[src/rtl/vga_timing_gen.sv]
// vga_timing_gen: programmable VGA raster timing with a pixel request port.
// Stage 0 decodes the raster counters, stage 1 issues (x, y) requests to the
// pixel source, and the sync/enable/marker bits ride a delay line so they
// arrive at the output register together with the returned pixel.
module vga_timing_gen #(
    parameter int unsigned H_SYNC  = 96,
    parameter int unsigned H_BP    = 48,
    parameter int unsigned H_ACT   = 640,
    parameter int unsigned H_FP    = 16,
    parameter int unsigned V_SYNC  = 2,
    parameter int unsigned V_BP    = 33,
    parameter int unsigned V_ACT   = 480,
    parameter int unsigned V_FP    = 10,
    parameter bit          HS_POL  = 1'b1,
    parameter bit          VS_POL  = 1'b1,
    parameter int unsigned V_CLIP  = 480,
    parameter int unsigned PIX_LAT = 1,
    parameter int unsigned CW      = 1,
    parameter int unsigned XW      = 12
) (
    input  logic            clk,
    input  logic            rst_n,
    input  logic [3*CW-1:0] pix_rgb,
    output logic            req_valid,
    output logic [XW-1:0]   req_x,
    output logic [XW-1:0]   req_y,
    output logic [3*CW-1:0] vga_rgb,
    output logic            vga_de,
    output logic            vga_hs,
    output logic            vga_vs,
    output logic            frame_start,
    output logic            line_start
);

    // Region boundaries, all as XW-bit unsigned values.
    localparam logic [XW-1:0] H_TOT_M1 = XW'(H_SYNC + H_BP + H_ACT + H_FP - 1);
    localparam logic [XW-1:0] V_TOT_M1 = XW'(V_SYNC + V_BP + V_ACT + V_FP - 1);
    localparam logic [XW-1:0] HS_END   = XW'(H_SYNC);
    localparam logic [XW-1:0] VS_END   = XW'(V_SYNC);
    localparam logic [XW-1:0] HA_BEG   = XW'(H_SYNC + H_BP);
    localparam logic [XW-1:0] HA_END   = XW'(H_SYNC + H_BP + H_ACT);
    localparam logic [XW-1:0] VA_BEG   = XW'(V_SYNC + V_BP);
    localparam logic [XW-1:0] VA_END   = XW'(V_SYNC + V_BP + V_ACT);
    localparam logic [XW-1:0] CLIP_W   = XW'(V_CLIP);

    typedef struct packed {
        logic hs;
        logic vs;
        logic act;
        logic sof;
        logic sol;
    } tmg_t;

    logic [XW-1:0] hcnt, vcnt;
    logic [XW-1:0] x0, y0;
    tmg_t          tmg0;
    tmg_t          tmg_d;
    tmg_t          vld_pipe [PIX_LAT:0];

    // Raster counters: vcnt advances on the last clock of each line.
    always_ff @(posedge clk or negedge rst_n) begin
        if (!rst_n) begin
            hcnt <= '0;
            vcnt <= '0;
        end else if (hcnt == H_TOT_M1) begin
            hcnt <= '0;
            vcnt <= (vcnt == V_TOT_M1) ? '0 : vcnt + XW'(1);
        end else begin
            hcnt <= hcnt + XW'(1);
        end
    end

    // Stage 0: decode sync, active window (with row clip) and coordinates.
    always_comb begin
        x0       = hcnt - HA_BEG;
        y0       = vcnt - VA_BEG;
        tmg0.hs  = hcnt < HS_END;
        tmg0.vs  = vcnt < VS_END;
        tmg0.act = (hcnt >= HA_BEG) && (hcnt < HA_END) &&
                   (vcnt >= VA_BEG) && (vcnt < VA_END) && (y0 < CLIP_W);
        tmg0.sof = tmg0.act && (x0 == '0) && (y0 == '0);
        tmg0.sol = tmg0.act && (x0 == '0);
    end

    // Stage 1: pixel request; coordinates hold their last value when idle.
    always_ff @(posedge clk or negedge rst_n) begin
        if (!rst_n) begin
            req_valid <= 1'b0;
            req_x     <= '0;
            req_y     <= '0;
        end else begin
            req_valid <= tmg0.act;
            if (tmg0.act) begin
                req_x <= x0;
                req_y <= y0;
            end
        end
    end

    // Delay line: PIX_LAT+1 stages so timing meets the returned pixel.
    always_ff @(posedge clk or negedge rst_n) begin
        if (!rst_n) begin
            for (int i = 0; i <= int'(PIX_LAT); i++) vld_pipe[i] <= '0;
        end else begin
            vld_pipe[0] <= tmg0;
            for (int i = 1; i <= int'(PIX_LAT); i++) vld_pipe[i] <= vld_pipe[i-1];
        end
    end

    assign tmg_d = vld_pipe[PIX_LAT];

    // Output stage: apply polarity and blank colour outside the active window.
    always_ff @(posedge clk or negedge rst_n) begin
        if (!rst_n) begin
            vga_hs      <= ~HS_POL;
            vga_vs      <= ~VS_POL;
            vga_de      <= 1'b0;
            vga_rgb     <= '0;
            frame_start <= 1'b0;
            line_start  <= 1'b0;
        end else begin
            vga_hs      <= tmg_d.hs ? HS_POL : ~HS_POL;
            vga_vs      <= tmg_d.vs ? VS_POL : ~VS_POL;
            vga_de      <= tmg_d.act;
            vga_rgb     <= tmg_d.act ? pix_rgb : '0;
            frame_start <= tmg_d.sof;
            line_start  <= tmg_d.sol;
        end
    end

endmodule

[config.mk]
export PLATFORM = sky130hd
export DESIGN_NAME = vga_timing_gen
export DESIGN_NICKNAME = d
export VERILOG_FILES = /design/src/rtl/vga_timing_gen.sv
export SDC_FILE = /design/constraint.sdc
export NUM_CORES = 1
export LEC_CHECK = 0
export CAP_MARGIN = 10
export CORE_ASPECT_RATIO = 0.7
export CORE_MARGIN = 1
export CORE_UTILIZATION = 60
export CTS_CLUSTER_DIAMETER = 150
export DETAILED_ROUTE_END_ITERATION = 8
export PLACE_DENSITY_LB_ADDON = 0.3
export SLEW_MARGIN = 0
export SYNTH_ARGS = -nofsm -noshare
export SYNTH_HDL_FRONTEND = slang
export SYNTH_SLANG_ARGS = --single-unit
[constraint.sdc]
create_clock -name clk -period 8.86 [get_ports clk]
set_clock_uncertainty 0.2 [all_clocks]
set_input_delay 1.329 -clock clk [delete_from_list [all_inputs] [get_ports clk]]
set_output_delay 1.329 -clock clk [all_outputs]
set_load 0.03 [all_outputs]
==> impl_metrics.ini <==
[drt]
num_vias = 2187
wl_um = 6300
drtIter0Drc = 166
via_per_inst = 5.61
drtPass1Iterations = 4
detail-route-antenna-nets = 0
drc = 0
wl_per_cell_um = 16.1

[critical_path]
worstPathArrival_ps = 3540
slowest_delay_ps = 620
ff2ff_path_depth = 8
cpMaxStageDelayCell = or3_1
path_class = flop to flop
required_ps = 8900
crit_path_max_fanout = 19
crit_path_cell_trace = ha_1 > nor4_2 > a21boi_0 > a2111oi_0 > nand3_1 > or3_1 > buf_4 > mux2_4
crit_path_start_kind = flop
cp-end-kind = flop

[sta]
post-route-period-util_pct = 39.5
relSlewSlack_pct = 46.8
holdWs_ps = 151
tns_ps = 0
slew_violations = 0
grt_setup_unrepaired = false
final_hold_viol_count = 0
worst_pin_slew_ps = 798
fmax_mhz = 285
setup_viol = 0
min_period_ps = 3500

[yosys]
async_flop_share_pct = 100
yosysUniqueCellTypes = 44
syn_area_per_cell_um2 = 11.3
yosysTopAreaCell = dfrtp_1
ys.warnings.count = 0
netlist_area_um2 = 3180
synthCells = 282
ys.flop_type = dfrtp_1
synthTopCellsByArea = dfrtp_1 52%, mux2_4 5.7%, xnor2_1 5.2%
ys_seq_area_share_pct = 52.0
synth_top_area_share_pct = 52.0
synth_common_cells = 66 x dfrtp_1, 21 x nor2_1, 20 x nand2_1
syn-num-nets = 295
synth.ff_latch_count = 66
synth_edf_count = 0
yosysMostFrequentCell = dfrtp_1

[clock_tree]
h-tree-depth = 3
numCtsBuffers = 9
cts.sinks = 66
cts_tree = built
holdBufCountCts = 0
cts_resized = 0
clock_latency_ps = 360
cts_setup_buffers = 0
clk_pin_slew_worst_paths_ps = 80
clockRootBuffer = clkbuf_8
clk_path_buf_depth = 2

[die]
io_pins = 38
die_w_um = 89.0
dieArea_um2 = 5590
core.rowCount = 21
chipHeight_um = 62.9
fp.coreArea_um2 = 4940
initial_utilization_pct = 64.3

[global_routing]
grt_pass1_wl_um = 10500
grt_start_max_net_pins = 67
grt_overflow = 0
antenna_found_initial = 0
grt.total_usage_pct = 26.3
grt_pass1_vias = 2085

[placed_design]
numPortBuffers = 37
gp_congestion = 0.930
hpwl_um = 4300
dpl.cell_count = 374

[layout]
layout-drive-gt1-share_pct = 13.4
nets = 329
area_growth_pct = 17.8
final_cells = 390
num_antenna_cells = 0

[flow_run]
maxCapViolations = 0

[power_and_ir_drop]
ir_drop_mv = 0.125
cellPowerDensity_nw_per_um2 = 151
finalPower_uw = 564
power_leakage_uw = 0.00174

[status]
status = finished clean

[worst_hold_path]
whs_path_depth = 0
hold_path_class = flop to flop
==> metrics by stage <==
step                setup slack [ps]  utilization (%)  instance area (µm²)
floorplan                       5930                -                 3180
global placement                5600             71.7                 3540
detailed placement              5480             71.7                 3540
CTS                             5380             75.8                 3740
global route                    5160             75.8                 3740
finish                          5360             75.8                 3740
==> flip-flops by register name, summed over array words and instances, names as in the netlist <==
signal	cells
vcnt	12
line_start	1
req_y	12
vga_rgb	3
req_x	12
vga_de	1
vga_hs	1
frame_start	1
tmg_d	5
vld_pipe	5
hcnt	12
vga_vs	1
==> path summary, 6_finish.rpt <==
check | from | slack (ps) | endpoint
setup / recovery | vcnt[0]$_DFFE_PN0N_ | 5360 | req_x[10]$_DFFE_PN0P_
hold / removal | vld_pipe[0]$_DFF_PN0_ | 150 | tmg_d[0]$_DFF_PN0_
setup reg to reg | vcnt[0]$_DFFE_PN0N_ | 5360 | req_x[10]$_DFFE_PN0P_
hold reg to reg | vld_pipe[0]$_DFF_PN0_ | 150 | tmg_d[0]$_DFF_PN0_
max in group asynchronous | rst_n | 6990 | req_x[9]$_DFFE_PN0P_
min in group asynchronous | rst_n | 930 | vga_rgb[1]$_DFF_PN0_
==> placed cells by master (no fill, tap or decap), types with 2 or more instances in the layout <==
| master | Yosys | layout |
|---|---|---|
| inv_1 | 12 | 12 |
| nand2b_1 | 2 | 2 |
| a21oi_1 | 3 | 3 |
| dfrtp_1 | 66 | 66 |
| nor4_1 | 2 | 2 |
| nand2_1 | 20 | 20 |
| and2_1 | 7 | 7 |
| nand4_1 | 2 | 2 |
| xor2_1 | 10 | 10 |
| inv_6 | 0 | 2 |
| and3_1 | 7 | 7 |
| o21ai_0 | 10 | 10 |
| nor3b_1 | 3 | 3 |
| nor4_2 | 3 | 3 |
| mux2i_1 | 4 | 4 |
| xnor2_1 | 19 | 19 |
| ha_1 | 8 | 8 |
| or3_1 | 3 | 3 |
| clkbuf_8 | 0 | 9 |
| o31ai_1 | 3 | 3 |
| mux2_4 | 12 | 12 |
| buf_4 | 0 | 2 |
| clkdlybuf4s50_1 | 0 | 36 |
| nor2_1 | 21 | 21 |
| mux2_2 | 7 | 7 |
| clkinvlp_4 | 0 | 2 |
| nand3_1 | 15 | 15 |
| or4_1 | 2 | 2 |
| o22ai_1 | 2 | 2 |
| nor2b_1 | 4 | 4 |
| nor3_1 | 6 | 6 |
==> report_power, final <==
group | leakage [µW] | internal, µW | switching [µW]
sequential | 0.000877 | 301 | 0
clock | 0.0000962 | 132 | 124
combinational | 0.000765 | 1.58 | 5.60
total | 0.00174 | 434 | 130
==> per-layer routing <==
metal,global-route usage [%],vias to the layer above,wire length (µm)
li1,-,1036,-
met1,37.1,1046,2840
met2,37.9,91,2840
met3,8.06,14,504
met4,10.5,0,112
met5,0,-,0
==> cell families after synthesis <==
| family | after synthesis | synth area share (%) |
|---|---|---|
| simple gates | 101 | 17.1 |
| flops | 66 | 52.0 |
| xor+xnor | 29 | 8.00 |
| buf+inv | 28 | 4.57 |
| compound gates | 27 | 5.75 |
| mux | 23 | 9.42 |
| fa+ha+maj | 8 | 3.15 |
==> worst max-delay path: cells and delay by family, from the launching register on <==
family	cells	cell delay, ps
flip-flops	1	500
adder cells (fa/ha/maj)	1	380
multiplexers	1	320
AO/OA/AOI/OAI	2	570
AND/OR/NAND/NOR	3	1070
buffers and inverters	1	330
==> final cells by class <==
cell class	count	area (µm²)
well taps	69	86.3
flip-flops and latches	66	1650
multi-input cells	188	1380
clock buffers	9	124
repair buffers	39	380
clock inverters	7	76.3
inverters	12	45.0
fillers	345	1200
No activity file was read; power rests on OpenSTA's default activity.
